File: src/rtl/div_if.sv
// Issue/complete bus between the execute-stage pipeline and the iterative divider.
// The master drives operands and control; the slave (div_unit) returns busy, valid and result.
interface div_if #(
    parameter int XLEN = 32
);
    logic            start_i;
    logic            flush_i;
    logic [1:0]      op_i;
    logic [XLEN-1:0] a_i;
    logic [XLEN-1:0] b_i;
    logic [4:0]      rd_i;
    logic            busy_o;
    logic            valid_o;
    logic [XLEN-1:0] result_o;
    logic [4:0]      rd_o;

    modport master (
        output start_i, flush_i, op_i, a_i, b_i, rd_i,
        input  busy_o, valid_o, result_o, rd_o
    );

    modport slave (
        input  start_i, flush_i, op_i, a_i, b_i, rd_i,
        output busy_o, valid_o, result_o, rd_o
    );
endinterface

File: src/rtl/div_unit.sv
// Iterative radix-2 restoring divider for RV32M DIV/DIVU/REM/REMU (IDLE -> CALC x32 -> FIN -> DONE).
// Optional macro DIV_EARLY_OUT_EN: finish at issue when |a| < |b|.
module div_unit #(
    parameter int XLEN  = 32,
    parameter int CNT_W = 5
) (
    input logic  clk_i,
    input logic  rst_i,
    div_if.slave bus
);
    typedef enum logic [1:0] {IDLE, CALC, FIN, DONE} state_t;

    state_t          state_q, state_d;
    logic [CNT_W-1:0] cnt_q, cnt_d;
    logic [XLEN-1:0] rem_q, rem_d;
    logic [XLEN-1:0] quo_q, quo_d;
    logic [XLEN-1:0] dvs_q, dvs_d;
    logic [XLEN-1:0] result_q, result_d;
    logic [1:0]      op_q, op_d;
    logic [4:0]      tag_q, tag_d;
    logic [4:0]      rd_q, rd_d;
    logic            sign_a_q, sign_a_d;
    logic            sign_b_q, sign_b_d;

    logic            idle_or_done;
    logic            issue;
    logic            in_signed;
    logic            in_rem;
    logic            a_neg;
    logic            b_neg;
    logic [XLEN-1:0] a_mag;
    logic [XLEN-1:0] b_mag;
    logic            b_zero;
    logic            ovf;
    logic [XLEN:0]   rem_sh;
    logic [XLEN:0]   trial;
    logic [XLEN-1:0] quo_fix;
    logic [XLEN-1:0] rem_fix;

    assign idle_or_done = (state_q == IDLE) || (state_q == DONE);
    assign issue        = idle_or_done && bus.start_i && !bus.flush_i;
    assign in_signed    = !bus.op_i[0];
    assign in_rem       = bus.op_i[1];
    assign a_neg        = in_signed && bus.a_i[XLEN-1];
    assign b_neg        = in_signed && bus.b_i[XLEN-1];
    assign a_mag        = a_neg ? -bus.a_i : bus.a_i;
    assign b_mag        = b_neg ? -bus.b_i : bus.b_i;
    assign b_zero       = (bus.b_i == '0);
    assign ovf          = in_signed && (bus.a_i == {1'b1, {(XLEN-1){1'b0}}}) && (bus.b_i == '1);

    // Partial remainder never exceeds the divisor, so one extra bit holds the shifted value.
    assign rem_sh  = {rem_q, quo_q[XLEN-1]};
    assign trial   = rem_sh - {1'b0, dvs_q};
    assign quo_fix = (!op_q[0] && (sign_a_q ^ sign_b_q)) ? -quo_q : quo_q;
    assign rem_fix = (!op_q[0] && sign_a_q) ? -rem_q : rem_q;

    // CALC/FIN stall unconditionally; IDLE/DONE stall only while a new issue is accepted.
    assign bus.busy_o   = (state_q == CALC) || (state_q == FIN) || (bus.start_i && !bus.flush_i);
    assign bus.valid_o  = (state_q == DONE);
    assign bus.result_o = result_q;
    assign bus.rd_o     = rd_q;

    always_comb begin
        // NOTE: every _d takes its _q value first so no path through the case leaves a latch.
        state_d  = state_q;
        cnt_d    = cnt_q;
        rem_d    = rem_q;
        quo_d    = quo_q;
        dvs_d    = dvs_q;
        result_d = result_q;
        op_d     = op_q;
        tag_d    = tag_q;
        rd_d     = rd_q;
        sign_a_d = sign_a_q;
        sign_b_d = sign_b_q;

        unique case (state_q)
            IDLE, DONE: begin
                state_d = IDLE;
                if (issue) begin
                    op_d     = bus.op_i;
                    tag_d    = bus.rd_i;
                    sign_a_d = a_neg;
                    sign_b_d = b_neg;
                    dvs_d    = b_mag;
                    if (b_zero) begin
                        result_d = in_rem ? bus.a_i : '1;
                        rd_d     = bus.rd_i;
                        state_d  = DONE;
                    end else if (ovf) begin
                        result_d = in_rem ? '0 : {1'b1, {(XLEN-1){1'b0}}};
                        rd_d     = bus.rd_i;
                        state_d  = DONE;
`ifdef DIV_EARLY_OUT_EN
                    end else if (a_mag < b_mag) begin
                        result_d = in_rem ? bus.a_i : '0;
                        rd_d     = bus.rd_i;
                        state_d  = DONE;
`endif
                    end else begin
                        rem_d   = '0;
                        quo_d   = a_mag;
                        cnt_d   = '0;
                        state_d = CALC;
                    end
                end
            end
            CALC: begin
                if (bus.flush_i) begin
                    state_d = IDLE;
                end else begin
                    if (!trial[XLEN]) begin
                        rem_d = trial[XLEN-1:0];
                        quo_d = {quo_q[XLEN-2:0], 1'b1};
                    end else begin
                        rem_d = rem_sh[XLEN-1:0];
                        quo_d = {quo_q[XLEN-2:0], 1'b0};
                    end
                    cnt_d = cnt_q + CNT_W'(1);
                    if (cnt_q == CNT_W'(XLEN-1)) state_d = FIN;
                end
            end
            FIN: begin
                if (bus.flush_i) begin
                    state_d = IDLE;
                end else begin
                    result_d = op_q[1] ? rem_fix : quo_fix;
                    rd_d     = tag_q;
                    state_d  = DONE;
                end
            end
            default: state_d = IDLE;
        endcase
    end

    // NOTE: all datapath registers are reset too, so a reset mid-operation leaves no stale result visible.
    always_ff @(posedge clk_i or posedge rst_i) begin
        if (rst_i) begin
            state_q  <= IDLE;
            cnt_q    <= '0;
            rem_q    <= '0;
            quo_q    <= '0;
            dvs_q    <= '0;
            result_q <= '0;
            op_q     <= '0;
            tag_q    <= '0;
            rd_q     <= '0;
            sign_a_q <= 1'b0;
            sign_b_q <= 1'b0;
        end else begin
            // NOTE: non-blocking updates so every flop samples the pre-edge values of the others.
            state_q  <= state_d;
            cnt_q    <= cnt_d;
            rem_q    <= rem_d;
            quo_q    <= quo_d;
            dvs_q    <= dvs_d;
            result_q <= result_d;
            op_q     <= op_d;
            tag_q    <= tag_d;
            rd_q     <= rd_d;
            sign_a_q <= sign_a_d;
            sign_b_q <= sign_b_d;
        end
    end
endmodule

File: src/flat_wrapper.sv
// flat-port wrapper written by rule: the top's interface ports become plain ports
module div_unit_flat 
#(
    parameter int XLEN  = 32,
    parameter int CNT_W = 5
)
  (clk_i, rst_i, bus_start_i, bus_flush_i, bus_op_i, bus_a_i, bus_b_i, bus_rd_i, bus_busy_o, bus_valid_o, bus_result_o, bus_rd_o);
  div_if #(.XLEN(XLEN)) bus_i ();
  input logic clk_i;
  input logic rst_i;
  input wire logic [$bits(bus_i.start_i)-1:0] bus_start_i;
  input wire logic [$bits(bus_i.flush_i)-1:0] bus_flush_i;
  input wire logic [$bits(bus_i.op_i)-1:0] bus_op_i;
  input wire logic [$bits(bus_i.a_i)-1:0] bus_a_i;
  input wire logic [$bits(bus_i.b_i)-1:0] bus_b_i;
  input wire logic [$bits(bus_i.rd_i)-1:0] bus_rd_i;
  output wire logic [$bits(bus_i.busy_o)-1:0] bus_busy_o;
  output wire logic [$bits(bus_i.valid_o)-1:0] bus_valid_o;
  output wire logic [$bits(bus_i.result_o)-1:0] bus_result_o;
  output wire logic [$bits(bus_i.rd_o)-1:0] bus_rd_o;
  assign bus_i.start_i = bus_start_i;
  assign bus_i.flush_i = bus_flush_i;
  assign bus_i.op_i = bus_op_i;
  assign bus_i.a_i = bus_a_i;
  assign bus_i.b_i = bus_b_i;
  assign bus_i.rd_i = bus_rd_i;
  assign bus_busy_o = bus_i.busy_o;
  assign bus_valid_o = bus_i.valid_o;
  assign bus_result_o = bus_i.result_o;
  assign bus_rd_o = bus_i.rd_o;
  div_unit #(.XLEN(XLEN), .CNT_W(CNT_W)) u_core (.clk_i(clk_i), .rst_i(rst_i), .bus(bus_i));
endmodule
File: config.mk
export PLATFORM = sky130hd
export DESIGN_NAME = div_unit_flat
export DESIGN_NICKNAME = d
export VERILOG_FILES = /design/src/rtl/div_if.sv /design/src/rtl/div_unit.sv /design/src/flat_wrapper.sv
export SDC_FILE = /design/constraint.sdc
export NUM_CORES = 1
export LEC_CHECK = 0
export BUFFER_PORTS_ARGS = -buffer_cell sky130_fd_sc_hd__buf_2
export CAP_MARGIN = 0
export CORE_MARGIN = 2
export CORE_UTILIZATION = 45
export DETAILED_ROUTE_END_ITERATION = 8
export PLACE_DENSITY = 0.61
export SLEW_MARGIN = 25
export SYNTH_ARGS = -nofsm -noshare
export SYNTH_HDL_FRONTEND = slang
export SYNTH_SLANG_ARGS = --single-unit
File: constraint.sdc
create_clock -name clk_i -period 7.1 [get_ports clk_i]
set_clock_uncertainty 0.1 [all_clocks]
set_input_delay 1.42 -clock clk_i [delete_from_list [all_inputs] [get_ports clk_i]]
set_output_delay 1.42 -clock clk_i [all_outputs]
set_load 0.005 [all_outputs]
==> impl_metrics.ini, run 1 <==
[floorplan]
initial_utilization_pct = 45.55
core-area_um2 = 25040
row_count = 58
design.portCount = 114
die_h_um = 163.2
die_area_um2 = 26630
chipWidth_um = 163.2

[drt]
route.detailed.drc = 0
antenna_violating_nets_post_route = 0
drt_wl_total_um = 32290
wire_per_inst_um = 17.35
routed-via-count = 10626
vias_per_cell = 5.710
dr.first_iter.drc_count = 775
drtPass1Iterations = 5

[setup_path]
worstPathBufferInverterCount = 3
cp_data_required_time_ns = 7.36
crit_slowest_cell = a21o_2
critPathKind = in2reg
path_max_fanout = 52
worst_setup_path_end_kind = flop
timing.rr.start = u_core.quo_q[31]
worst_endpoint_data_arrival_time_ns = 5.05
rrSetupSlack_ns = 2.99
cp-start-kind = input pin
cpPeakStageDelay_ns = 0.75
timing.critical_path.max_delay_family = simple AND/OR/NAND/NOR gates
critical_path.reg2reg.endpoint = u_core.rem_q[1]
path_cells = buf_2, inv_1, ha_1, nor4b_1, nand4_1, or4_4, o2111ai_1, a21o_2, buf_4, a32o_1, a31o_2
worst-r2r-cell-count = 12

[cells_and_area]
antennaDiodeCount = 0
finish.instance_area_um2 = 12760
synthToLayoutAreaGrowth_pct = 11.93
final_layout_size_suffix_gt1_share_pct = 11.82
final_net_count = 1637
layout.core_utilization_pct = 50.98
n_fill_cell = 2500

[sta]
report.final.setup_viol = 0
hold_viol = 0
final.min_clock_period_ns = 4.787
unrepaired_setup_endpoints_after_global_routing = false
setup-tns-final_ns = 0
fin_crit_sh_pct = 67.42
max-slew-margin-rel_pct = 34.67
max_slew.worst_pin.slew_ns = 0.9800
fmaxAchievable_mhz = 208.9
drv_slew = 0

[cts]
ctsResizeCount = 0
total_clock_sinks = 149
path_clk_slew_ns = 0.07
cts_max_level = 4
root_buffer = clkbuf_16
cts_buffer_depth = 2
cts_hold_repair.buffers = 0
cts_post_setup_buffers_inserted = 0
cts_tree = done
tritoncts.num_buffers = 17
clkLatencyLatePin_ns = 0.42

[synth]
post_synth_main_area_contributors = dfrtp_1 33%, o21ai_0 6.9%, nand2_1 6.7%, xnor2_1 5.9%, a21oi_1 5.9%
yosys.cell_types.count = 67
synth_edf_count = 0
synth_area_per_cell_um2 = 7.817
synth_async_sr_flop_share_pct = 100.0
synth.yosys.seq_area_share_pct = 32.69
synth_top_flop_cell = dfrtp_1
postSynthCellCount = 1459
synth.top_cell.area_share_pct = 32.69
syn-num-nets = 1577
netlist_top_cells_count = 205 x nand2_1, 157 x o21ai_0, 149 x dfrtp_1, 134 x a21oi_1, 116 x nor2_1
synthesis.area_um2 = 11400
synth_seq_cells = 149
yosysWarningCount = 0
post-synth-top-area-cell = dfrtp_1
yosys.cell_count.top_type = nand2_1

[grt]
grt_overflow_total = 0
grt_start_max_net_pins = 93
track_usage_pct = 24.43
antenna_violations_before_repair = 0
number_of_global_route_vias_before_repair = 9734
grt_pass1_wl_um = 52110

[placed_design]
gp_routability_congestion = 0.8996
detailed_place.area_um2 = 12140
buffer_ports.inserted = 113
hpwlAfterDp_um = 23900

[pwr]
power_density_nw_per_um2 = 278.5
leakagePower_uw = 0.005644
total_power_uw = 3555
peakVddDrop_uv = 146.7

[worst_hold_path]
hold_depth = 1
hold_path_startpoint = u_core.bus.result_o[20]
path_type_of_the_worst_min_delay_path = reg2reg
hold_path_end = u_core.bus.result_o[20]

[status]
status = complete, no violations

[flow_run]
max_cap_viol_count = 0
## worst register-to-register path, cell delays in order, from the launching register on
cell	delay, ns
dfrtp_1	0.37
inv_1	0.12
ha_1	0.24
fa_1	0.40
nand2b_1	0.21
a21o_1	0.21
a211o_1	0.30
a21oi_1	0.26
o21ai_1	0.21
o31a_1	0.40
xnor2_2	0.74
nand2_1	0.15
a32o_1	0.29
## cell families after synthesis
| kind of cell | share of synthesized area [%] |
|---|---|
| xor+xnor | 11.05 |
| buf+inv | 5.156 |
| fa+ha+maj | 4.783 |
| simple gates | 20.87 |
| flops | 32.69 |
| compound gates | 24.39 |
| mux | 1.064 |
## worst max path at each step
stage / cells after the start / to / from / slack (ns)
2_1_floorplan: 1 / u_core.bus.rd_o[0] / rst_i / 1.57
3_3_place_gp: 11 / u_core.rem_q[29] / bus_b_i[0] / 1.93
3_5_place_dp: 11 / u_core.rem_q[29] / bus_b_i[0] / 1.88
4_1_cts: 11 / u_core.rem_q[29] / bus_b_i[0] / 2.33
5_1_grt: 11 / u_core.rem_q[12] / bus_b_i[0] / 2.05
6_report: 11 / u_core.rem_q[29] / bus_b_i[1] / 2.31
## flip-flops by register name, indices dropped and copies added, names as in the netlist
name,flops
u_core.cnt_q,5
u_core.bus.result_o,32
u_core.rem_q,32
u_core.state_q,2
u_core.op_q,2
u_core.sign_a_q,1
u_core.quo_q,32
u_core.bus.rd_o,5
u_core.dvs_q,32
u_core.tag_q,5
u_core.sign_b_q,1
## cells in the final DEF, fill, tap and decap left out, types with 15 or more instances in the layout
cell type  synthesis  final
o31ai_1           19     19
a21o_1            20     19
dfrtp_1          149    149
nor3_1            29     29
o211ai_1          18     18
a21oi_1          134    133
clkbuf_16          0     17
nand3_1           32     32
xor2_1            65     64
nand4_1           15     15
nand2b_1          28     28
ha_1              42     40
nor2_1           116    116
buf_2             20    113
nand2_1          205    205
o21ai_0          157    157
xnor2_1           77     77
o311ai_0          18     18
a31oi_1           22     22
inv_1             60     59
## area by class of cell
type                    instances  area [um2]  share of cell area (%)
clock buffers                  19       442.9                   3.470
well taps                     330       412.9                   3.235
clock inverters                12       178.9                   1.402
inverters                      60       230.2                   1.804
repair buffers                126       663.1                   5.195
flip-flops and latches        149        3729                   29.21
multi-input cells            1165        7108                   55.69
## metal layers
metal  GRT usage (%)  vias to the layer above  wire length (um)
met1           35.06                     4965             15160
met2           38.88                      323             14700
met4           6.315                        0               664
met5               0                        -                 0
met3           3.174                       43              1768
li1                -                     5295                 -
## where the power goes
part	switching [uW]	total, uW	leakage, uW	internal [uW]
combinational	791	1310	0.00344	520
clock	370	966	0.000284	596
sequential	208	1280	0.00192	1070
total	1370	3560	0.00564	2190
## per-stage QoR
step	hold WS, ns	std cells	worst slack [ns]
2_1_floorplan	0.3454	1459	1.572
3_3_place_gp	0.3573	1830	1.933
3_5_place_dp	0.3613	1830	1.877
4_1_cts	0.3770	1861	2.326
5_1_grt	0.3898	1861	2.047
6_report	0.3741	1861	2.313
Power figures use the tool's default switching activity.
==> run 2, diff against run 1 <==
- ABC_AREA: unset -> 1
- PLACE_DENSITY: 0.61 -> 0.62
- clock period: 7.1 -> 3.9 ns (I/O delays scaled with it)
==> run 2 against run 1 <==
- sequential cell count unchanged
- largest cell class unchanged
- critical path depth did not move
- non-clock buffer count rose by 6
- combinational power increased to 3.3 times the previous value
- critical endpoint is now u_core.bus.result_o[11]
- routed wire length is 53% higher
- highest routed layer is now met5
- worst setup slack got worse by 1.5 ns
==> impl_metrics.ini, run 2 <==
[placed_design]
hpwlAfterDp_um = 38990
detailed_place.area_um2 = 14540
gp_routability_congestion = 0.9362
buffer_ports.inserted = 113

[setup_path]
crit_slowest_cell = clkinv_1
worst-r2r-cell-count = 11
cp_data_required_time_ns = 4.14
worstSetupStartpoint = u_core.sign_b_q
timing.critical_path.mode_cell = nand2_1
worst_endpoint_data_arrival_time_ns = 3.29
worstPathBufferInverterCount = 2
path_cells = nor2_1, nor2_1, nand2_1, clkinv_1, buf_4, nand2_1, a21oi_1, o21ai_0, nand3_1, nand3_1, nand2_1
critPathKind = reg2reg
timing.rr.start = u_core.sign_b_q
path_max_fanout = 20
cp-start-kind = flop
cpPeakStageDelay_ns = 0.64
critical_path.reg2reg.endpoint = u_core.bus.result_o[11]
worst_setup_path_end_kind = flop
timing.critical_path.max_delay_family = simple AND/OR/NAND/NOR gates
rrSetupSlack_ns = 0.85

[grt]
grt_overflow_total = 0
number_of_global_route_vias_before_repair = 13573
antenna_violations_before_repair = 4
track_usage_pct = 31.69
grt_pass1_wl_um = 76760
grt_start_max_net_pins = 61

[drt]
drtPass1Iterations = 5
wire_per_inst_um = 17.81
routed-via-count = 15116
dr.first_iter.drc_count = 1603
antenna_violating_nets_post_route = 0
drt_wl_total_um = 49440
vias_per_cell = 5.445
route.detailed.drc = 0

[synth]
synth.yosys.seq_area_share_pct = 27.20
yosys.cell_count.top_type = nand2_1
synth_seq_cells = 149
synth_edf_count = 0
post_synth_main_area_contributors = dfrtp_1 27%, nand2_1 24%, nand3_1 8.5%, inv_1 8.0%, nor2_1 5.5%
synth_async_sr_flop_share_pct = 100.0
netlist_top_cells_count = 871 x nand2_1, 293 x inv_1, 233 x nand3_1, 199 x nor2_1, 149 x dfrtp_1
syn-num-nets = 2411
synth.top_cell.area_share_pct = 27.20
synth_area_per_cell_um2 = 5.977
yosys.cell_types.count = 45
post-synth-top-area-cell = dfrtp_1
synthesis.area_um2 = 13710
postSynthCellCount = 2293
synth_top_flop_cell = dfrtp_1
yosysWarningCount = 0

[cells_and_area]
synthToLayoutAreaGrowth_pct = 10.13
finish.instance_area_um2 = 15090
antennaDiodeCount = 0
most_common_library_cell_in_the_layout_ignoring_fill_and_taps = nand2_1
final_net_count = 2491
final_layout_size_suffix_gt1_share_pct = 10.06
n_fill_cell = 3211
most-common-layout-cells = 871 x nand2_1, 292 x inv_1, 233 x nand3_1, 199 x nor2_1, 149 x dfrtp_1

[cts]
total_clock_sinks = 149
cts_tree = done
cts_post_setup_buffers_inserted = 0
cts_max_level = 4
tritoncts.num_buffers = 17
root_buffer = clkbuf_16
cts_hold_repair.buffers = 0
cts_buffer_depth = 2
path_clk_slew_ns = 0.07
clkLatencyLatePin_ns = 0.46
ctsResizeCount = 0

[floorplan]
die_area_um2 = 31870
chipWidth_um = 178.5
die_h_um = 178.5
initial_utilization_pct = 46.00
row_count = 63
core-area_um2 = 29800
design.portCount = 114

[worst_hold_path]
hold_path_end = u_core.bus.result_o[24]
hold_depth = 2
hold_path_startpoint = u_core.bus.result_o[24]
path_type_of_the_worst_min_delay_path = reg2reg

[sta]
report.final.setup_viol = 0
drv_slew = 0
unrepaired_setup_endpoints_after_global_routing = false
hold_viol = 0
max_slew.worst_pin.slew_ns = 0.9479
max-slew-margin-rel_pct = 36.81
fmaxAchievable_mhz = 327.7
setup-tns-final_ns = 0
final.min_clock_period_ns = 3.052
fin_crit_sh_pct = 78.25

[pwr]
leakagePower_uw = 0.008433
total_power_uw = 8344
power_density_nw_per_um2 = 552.8
peakVddDrop_uv = 287.2

[status]
status = complete, no violations

[flow_run]
max_cap_viol_count = 0
==> run 2: changes by cell type after synthesis, moves of 23 or more <==
| cell | delta |
|---|---|
| nand2_1 | +666 |
| inv_1 | +233 |
| nand3_1 | +201 |
| nor2_1 | +83 |
| a21oi_1 | -79 |
| xnor2_1 | -62 |
| nand2b_1 | -28 |
| o21ai_2 | +27 |
| xor2_1 | -27 |
| clkbuf_1 | -23 |
==> run 2: kinds of logic (layout without fill, tap and decap cells) <==
group / after synthesis / after routing / synth area share, %
compound gates: 264 / 264 / 11.00
xor+xnor: 53 / 53 / 3.387
fa+ha+maj: 43 / 43 / 3.980
buf+inv: 377 / 470 / 11.31
flops: 149 / 149 / 27.20
simple gates: 1407 / 1407 / 43.12
==> run 2: how the worst max path moves through the flow <==
stage	depth (start not counted)	slack [ns]	end
finish	11	0.85	u_core.bus.result_o[11]
global route	17	0.58	u_core.quo_q[0]
detailed placement	13	0.54	u_core.bus.rd_o[1]
global placement	13	0.63	u_core.bus.rd_o[2]
floorplan	1	1.15	u_core.bus.rd_o[0]
CTS	17	0.91	u_core.quo_q[0]
==> run 2: area by class of cell <==
cell class	instances	area [um2]	share of cell area, %
Tap cell	390	488.0	3.233
Multi-Input combinational cell	1767	8427	55.83
Clock buffer	19	432.9	2.868
Sequential cell	149	3729	24.70
Inverter	306	1155	7.651
Clock inverter	13	117.6	0.7792
Timing Repair Buffer	132	745.7	4.940
==> run 2: metal layers <==
| layer | up-vias | part of all wire [%] | global-route usage [%] |
|---|---|---|---|
| met2 | 589 | 42 | 46.27 |
| met5 | - | 0.093 | 0 |
| li1 | 7420 | - | - |
| met4 | 8 | 1.5 | 6.809 |
| met1 | 7028 | 48 | 47.98 |
| met3 | 71 | 8.0 | 6.159 |
==> run 2: tightest hold or removal path, delay by kind of cell, from the launching register on <==
kind,cells,cell delay [ns]
flip-flops,1,0.34
AND/OR/NAND/NOR,2,0.11
==> run 2: where the power goes <==
part	switching (uW)	internal, uW
clock network	791	838
logic	2970	1300
registers	410	2030
total	4180	4170
==> run 2: metrics by stage <==
step,std cells,utilization [%],worst slack (ns),hold slack [ns]
floorplan,2293,-,1.145,0.3491
global placement,2744,48.81,0.6278,0.3604
detailed placement,2744,48.81,0.5424,0.3608
CTS,2776,50.66,0.9054,0.3822
global route,2776,50.66,0.5832,0.3906
finish,2776,50.66,0.8483,0.3765
